File: src/rtl/i2c_pkg.sv
// Shared encodings for the I2C byte engine: FSM states, SCL quarter phases
// and the byte length used by the shift register.
package i2c_pkg;

  localparam int unsigned I2C_BYTE_LEN = 8;

  typedef enum logic [2:0] {
    ST_IDLE,
    ST_START,
    ST_DATA,
    ST_ACK,
    ST_STOP,
    ST_DONE
  } state_t;

  typedef enum logic [1:0] {
    Q0,
    Q1,
    Q2,
    Q3
  } quarter_t;

  // SCL is high only in the middle two quarters of a START/DATA/ACK slot.
  function automatic logic slot_scl(input quarter_t q);
    return (q == Q1) || (q == Q2);
  endfunction

endpackage

File: src/rtl/i2c_byte_engine_shiftreg.sv
// MSB-first parallel-load shift register shared by the transmit and receive
// paths of the I2C byte engine.
module I2C_ShiftRegister
  import i2c_pkg::*;
#(
  parameter int unsigned LENGTH = I2C_BYTE_LEN
) (
  input  logic              CLOCK,
  input  logic              Reset,
  input  logic              WriteLoad,
  input  logic              ShiftorHold,
  input  logic              ShiftIn,
  input  logic [LENGTH-1:0] SentData,
  output logic              ShiftOut,
  output logic [LENGTH-1:0] ReceivedData
);

  logic [LENGTH-1:0] data_q;

  always_ff @(posedge CLOCK) begin
    if (Reset) begin
      data_q <= '0;
    end else if (WriteLoad) begin
      data_q <= SentData;
    end else if (ShiftorHold) begin
      data_q <= {data_q[LENGTH-2:0], ShiftIn};
    end
  end

  assign ShiftOut     = data_q[LENGTH-1];
  assign ReceivedData = data_q;

endmodule

File: src/rtl/i2c_byte_engine.sv
// Byte-level I2C master: optional START, one byte MSB-first plus ACK slot,
// optional STOP, with SCL/SDA generated from a quarter-bit timebase.
module i2c_byte_engine
  import i2c_pkg::*;
#(
  parameter int unsigned QUARTER_DIV = 250
) (
  input  logic       CLOCK,
  input  logic       Reset,
  input  logic       Go,
  input  logic       SendStart,
  input  logic       SendStop,
  input  logic       ReadNotWrite,
  input  logic       AckOut,
  input  logic [7:0] TxByte,
  input  logic       SDA_in,
  output logic       SCL,
  output logic       SDA_oe,
  output logic [7:0] RxByte,
  output logic       AckIn,
  output logic       Busy,
  output logic       Done
);

  localparam int unsigned QW = (QUARTER_DIV > 1) ? $clog2(QUARTER_DIV) : 1;
  localparam int unsigned BW = $clog2(I2C_BYTE_LEN);
  localparam logic [QW-1:0] QLAST = QW'(QUARTER_DIV - 1);
  localparam int unsigned MSB = I2C_BYTE_LEN - 1;

  state_t   state_q,   state_d;
  quarter_t quarter_q, quarter_d;
  logic [QW-1:0] qcnt_q,   qcnt_d;
  logic [BW-1:0] bitcnt_q, bitcnt_d;
  logic rnw_q,    rnw_d;
  logic stop_q,   stop_d;
  logic ackout_q, ackout_d;
  logic scl_q,    scl_d;
  logic sda_oe_q, sda_oe_d;
  logic sample_q, ackin_q, busy_q, done_q;

  logic accept, quarter_end, slot_end, q2_first;
  logic write_load, shift_en, shift_out, tx_bit_d;
  logic [I2C_BYTE_LEN-1:0] sr_data;

  always_comb begin
    accept      = (state_q == ST_IDLE) && Go;
    quarter_end = (qcnt_q == QLAST);
    slot_end    = quarter_end && (quarter_q == Q3);
    q2_first    = (quarter_q == Q2) && (qcnt_q == '0);
    write_load  = accept && !ReadNotWrite;
    shift_en    = (state_q == ST_DATA) && slot_end;
  end

  always_comb begin
    state_d   = state_q;
    quarter_d = quarter_q;
    qcnt_d    = qcnt_q;
    bitcnt_d  = bitcnt_q;
    rnw_d     = rnw_q;
    stop_d    = stop_q;
    ackout_d  = ackout_q;
    case (state_q)
      ST_IDLE: begin
        if (Go) begin
          state_d   = SendStart ? ST_START : ST_DATA;
          quarter_d = Q0;
          qcnt_d    = '0;
          bitcnt_d  = BW'(MSB);
          rnw_d     = ReadNotWrite;
          stop_d    = SendStop;
          ackout_d  = AckOut;
        end
      end
      ST_DONE: state_d = ST_IDLE;
      default: begin
        if (quarter_end) begin
          qcnt_d    = '0;
          quarter_d = quarter_t'(quarter_q + 2'd1);
        end else begin
          qcnt_d = qcnt_q + QW'(1);
        end
        if (slot_end) begin
          case (state_q)
            ST_START: state_d = ST_DATA;
            ST_DATA: begin
              if (bitcnt_q == '0) state_d = ST_ACK;
              else                bitcnt_d = bitcnt_q - BW'(1);
            end
            ST_ACK:  state_d = stop_q ? ST_STOP : ST_DONE;
            default: state_d = ST_DONE;
          endcase
        end
      end
    endcase
  end

  // Pad outputs are registered from the next state, so the bit presented in the
  // next cycle must already reflect a load or shift happening at this edge.
  always_comb begin
    if (write_load)    tx_bit_d = TxByte[MSB];
    else if (shift_en) tx_bit_d = sr_data[MSB-1];
    else               tx_bit_d = shift_out;

    scl_d    = scl_q;
    sda_oe_d = sda_oe_q;
    case (state_d)
      ST_IDLE:  sda_oe_d = 1'b0;
      ST_START: begin
        scl_d    = slot_scl(quarter_d);
        sda_oe_d = (quarter_d == Q2) || (quarter_d == Q3);
      end
      ST_DATA: begin
        scl_d    = slot_scl(quarter_d);
        sda_oe_d = !rnw_d && !tx_bit_d;
      end
      ST_ACK: begin
        scl_d    = slot_scl(quarter_d);
        sda_oe_d = rnw_d && ackout_d;
      end
      ST_STOP: begin
        scl_d    = (quarter_d != Q0);
        sda_oe_d = (quarter_d == Q0) || (quarter_d == Q1);
      end
      default: ;
    endcase
  end

  always_ff @(posedge CLOCK) begin
    if (Reset) begin
      state_q   <= ST_IDLE;
      quarter_q <= Q0;
      qcnt_q    <= '0;
      bitcnt_q  <= '0;
      rnw_q     <= 1'b0;
      stop_q    <= 1'b0;
      ackout_q  <= 1'b0;
      scl_q     <= 1'b1;
      sda_oe_q  <= 1'b0;
      sample_q  <= 1'b0;
      ackin_q   <= 1'b0;
      busy_q    <= 1'b0;
      done_q    <= 1'b0;
    end else begin
      state_q   <= state_d;
      quarter_q <= quarter_d;
      qcnt_q    <= qcnt_d;
      bitcnt_q  <= bitcnt_d;
      rnw_q     <= rnw_d;
      stop_q    <= stop_d;
      ackout_q  <= ackout_d;
      scl_q     <= scl_d;
      sda_oe_q  <= sda_oe_d;
      busy_q    <= state_d inside {ST_START, ST_DATA, ST_ACK, ST_STOP};
      done_q    <= (state_d == ST_DONE);
      if (state_q == ST_DATA && q2_first) sample_q <= SDA_in;
      if (accept)                                          ackin_q <= 1'b0;
      else if (state_q == ST_ACK && q2_first && !rnw_q)    ackin_q <= ~SDA_in;
    end
  end

  I2C_ShiftRegister #(
    .LENGTH(I2C_BYTE_LEN)
  ) u_shreg (
    .CLOCK       (CLOCK),
    .Reset       (Reset),
    .WriteLoad   (write_load),
    .ShiftorHold (shift_en),
    .ShiftIn     (sample_q),
    .SentData    (TxByte),
    .ShiftOut    (shift_out),
    .ReceivedData(sr_data)
  );

  assign SCL    = scl_q;
  assign SDA_oe = sda_oe_q;
  assign RxByte = sr_data;
  assign AckIn  = ackin_q;
  assign Busy   = busy_q;
  assign Done   = done_q;

endmodule
File: config.mk
export PLATFORM = sky130hd
export DESIGN_NAME = i2c_byte_engine
export DESIGN_NICKNAME = d
export VERILOG_FILES = /design/src/rtl/i2c_pkg.sv /design/src/rtl/i2c_byte_engine_shiftreg.sv /design/src/rtl/i2c_byte_engine.sv
export SDC_FILE = /design/constraint.sdc
export NUM_CORES = 1
export LEC_CHECK = 0
export BUFFER_PORTS_ARGS = -buffer_cell sky130_fd_sc_hd__buf_2
export CAP_MARGIN = 20
export CORE_MARGIN = 2
export CORE_UTILIZATION = 51
export DETAILED_ROUTE_END_ITERATION = 6
export GPL_ROUTABILITY_DRIVEN = 0
export PLACE_DENSITY = 0.77
export SYNTH_ARGS = -nofsm -noshare
export SYNTH_HDL_FRONTEND = slang
export SYNTH_HIERARCHICAL = 1
export SYNTH_SLANG_ARGS = --single-unit
File: constraint.sdc
create_clock -name CLOCK -period 2.3 [get_ports CLOCK]
set_clock_uncertainty 0.1 [all_clocks]
set_input_delay 0.23 -clock CLOCK [delete_from_list [all_inputs] [get_ports CLOCK]]
set_output_delay 0.23 -clock CLOCK [all_outputs]
set_load 0.1 [all_outputs]
==> impl_metrics.env <==
export IMPL_status="completed"
export IMPL_synth_top_area_frac=0.331
export IMPL_synth_nets=250
export IMPL_peakVddDrop_v=0.000498
export IMPL_cp_max_fo=4
export IMPL_hp_class="in2reg"
export IMPL_htree_num_levels=2
export IMPL_hpwlAfterDp_um=3460
export IMPL_p_leak_nw=1.04
export IMPL_synthesis_instances=223
export IMPL_worstSkewPairLatency_ns=0.28
export IMPL_coreArea_um2=3720
export IMPL_cts_sinks=33
export IMPL_rows=22
export IMPL_rr_endpoint="SDA_oe"
export IMPL_final_nets=300
export IMPL_seq_area_frac_synth=0.331
export IMPL_vias=1839
export IMPL_power_density_nw_per_um2=600
export IMPL_worstHoldPathCells=3
export IMPL_cts_root_buffer="clkbuf_8"
export IMPL_num_io_pins=29
export IMPL_start_kind="flip-flop"
export IMPL_period_share=0.987
export IMPL_clk_path_buf_depth=2
export IMPL_wire_per_inst_um=15.1
export IMPL_crit_path_end_kind="flip-flop"
export IMPL_fmax_ghz=0.441
export IMPL_synth_edf_count=0
export IMPL_grt_setup_unrepaired="yes"
export IMPL_antennaDiodeCount=0
export IMPL_syn_area_um2=2000
export IMPL_vias_per_cell=5.73
export IMPL_async_flop_share=0
export IMPL_numPortBuffers=28
export IMPL_place_inst=311
export IMPL_rr_startpoint="state_q[0]"
export IMPL_clockPowerShare=0.286
export IMPL_ant_nets=0
export IMPL_postSynthAreaPerCell_um2=8.95
export IMPL_power_switching_uw=523
export IMPL_drv_slew=0
export IMPL_drive_gt1_frac=0.388
export IMPL_setup_viol=0
export IMPL_fillers=311
export IMPL_grt_total_usage=0.224
export IMPL_routed_wl_um=4840
export IMPL_chipWidth_um=66.6
export IMPL_internal_power_uw=996
export IMPL_ys_warn_count=6
export IMPL_tightest_slew_ns=0.467
export IMPL_worst_ep_required_time_ns=2.36
export IMPL_layout_area_overhead_vs_synth_pct=26.8
export IMPL_setup_tns_ns=0
export IMPL_final_hold_violation_count=0
export IMPL_drt_iter0_drc=106
export IMPL_reg2regPathDepth=10
export IMPL_cts_buffers_inserted=5
export IMPL_antenna_found_initial=0
export IMPL_ff2ff_setup_slack_ns=0.03
export IMPL_drt_drc_violations_left=0
export IMPL_synth_cell_types=54
export IMPL_ys_top_cells_by_count="dfxtp_1 (33), nor2_1 (19), nand2_1 (17)"
export IMPL_die_y_um=66.6
export IMPL_holdPathEnd="stop_q"
export IMPL_crit_arrival_ns=2.33
export IMPL_yosys_cell_count_top_type="dfxtp_1"
export IMPL_initial_core_util=0.537
export IMPL_p_comb_frac=0.292
export IMPL_grt_pass1_wl_um=7470
export IMPL_synth_largest_area_cell="dfxtp_1"
export IMPL_swShare=0.344
export IMPL_synthTopCellsByArea="dfxtp_1 (33%), ha_1 (6.9%), mux2i_1 (5.0%)"
export IMPL_worstSetupPathType="reg2reg"
export IMPL_hp_start="SendStop"
export IMPL_synth_seq_cells=33
export IMPL_synth_main_ff_cell="dfxtp_1"
export IMPL_period_needed_ns=2.27
export IMPL_power_mw=1.52
export IMPL_grt_pass1_vias=1646
export IMPL_dr_pass1_iters=4
export IMPL_slew_headroom=0.686
export IMPL_clk_pin_slew_ns=0.06
export IMPL_grt_max_degree=21
export IMPL_seq_power_share=0.422
export IMPL_grt_ovfl_total=0
export IMPL_fp_dieArea_um2=4430
export IMPL_fin_cells=321
export IMPL_cts_tree="built"
export IMPL_max_cap_violations=0
-- worst max-delay path: stages, from the launching register on --
cell,delay [ns]
dfxtp_2,0.34
or2_4,0.25
a21oi_4,0.12
nand2b_4,0.18
nor2_2,0.06
a21oi_4,0.17
inv_2,0.07
ha_2,0.17
or4_1,0.50
o211ai_1,0.09
nand3_1,0.09
-- state kept, by name, indices dropped and copies added, names as in the netlist --
name	count
AckIn	1
u_shreg/ReceivedData	8
SDA_oe	1
Busy	1
SCL	1
quarter_q	2
sample_q	1
Done	1
ackout_q	1
bitcnt_q	3
state_q	3
rnw_q	1
qcnt_q	8
stop_q	1
-- logic make-up after synthesis --
kind of cell             share of synthesized area
AO/OA/AOI/OAI                                0.224
XOR/XNOR                                   0.00439
adder cells (fa/ha/maj)                     0.0689
buffers and inverters                       0.0658
flip-flops                                   0.331
multiplexers                                0.0558
AND/OR/NAND/NOR                              0.251
-- power by group through the flow --
stage / Sequential (mW) / Clock, mW / Combinational (mW)
floorplan: 0.761 / 0 / 0.208
global placement: 0.649 / 0 / 0.413
detailed placement: 0.651 / 0 / 0.421
CTS: 0.640 / 0.441 / 0.426
global route: 0.646 / 0.471 / 0.472
finish: 0.641 / 0.435 / 0.443
-- placed cells by master, fill, tap and decap left out, types with 2 or more instances in the layout --
cell,instances
and3_1,2
ha_1,9
nand4_1,2
a41oi_1,3
nand2_1,16
or3_1,2
a21oi_1,11
buf_2,28
dfxtp_2,5
mux2i_1,10
nor3_1,3
nor2_2,3
a211oi_1,10
buf_4,29
nand3_1,10
a21oi_4,2
inv_2,4
or4_1,2
clkbuf_8,6
a311oi_2,6
dfxtp_1,28
a31oi_1,3
and4_1,2
nor2b_1,11
o21ai_0,4
nor3b_1,2
or3_4,2
nor2_1,15
o21ai_1,2
inv_1,6
o211ai_1,2
-- layer usage --
layer  up-vias  global-route usage  part of all wire
met5         -                   0                 0
met4         0              0.0842             0.018
met3         8              0.0574             0.030
met2        31               0.355              0.48
met1       881               0.291              0.47
li1        919                   -                 -
-- how the worst max path moves through the flow --
| stage | end | slack [ns] | cells after the start | startpoint |
|---|---|---|---|---|
| 2_1_floorplan | SDA_oe | -0.05 | 11 | state_q[2] |
| 3_3_place_gp | SCL | 0.06 | 12 | qcnt_q[1] |
| 3_5_place_dp | SDA_oe | -0.04 | 11 | qcnt_q[1] |
| 4_1_cts | SCL | 0.002 | 12 | qcnt_q[1] |
| 5_1_grt | SCL | -0.08 | 12 | qcnt_q[1] |
| 6_report | SDA_oe | 0.03 | 10 | state_q[0] |
-- final cells by class --
type                       count  area [um^2]  share of cell area
clock buffer                   7         86.3              0.0341
multi-input combinational    166         1320               0.522
sequential                    33          667               0.263
timing repair buffer          57          358               0.141
tap                           48         60.1              0.0237
inverter                      10         37.5              0.0148
-- stage by stage --
step	hold slack (ns)	area (um^2)	util	setup slack [ns]
after detailed placement	0.352	2350	0.634	-0.0416
after global routing	0.109	2530	0.681	-0.0756
after CTS	0.0831	2470	0.665	0.00172
after global placement	0.345	2350	0.634	0.0576
after floorplan	0.266	2050	-	-0.0469
final	0.0834	2530	0.681	0.0299
-- what timing repair did --
item	CTS	global route
pin swaps	2	6
endpoints found under the hold margin	0	0
endpoints found under the setup margin	2	18
hold buffers	0	0
resized for setup	8	12
gates cloned	0	1
setup buffers	0	2
(Power assumes the default switching activity.)
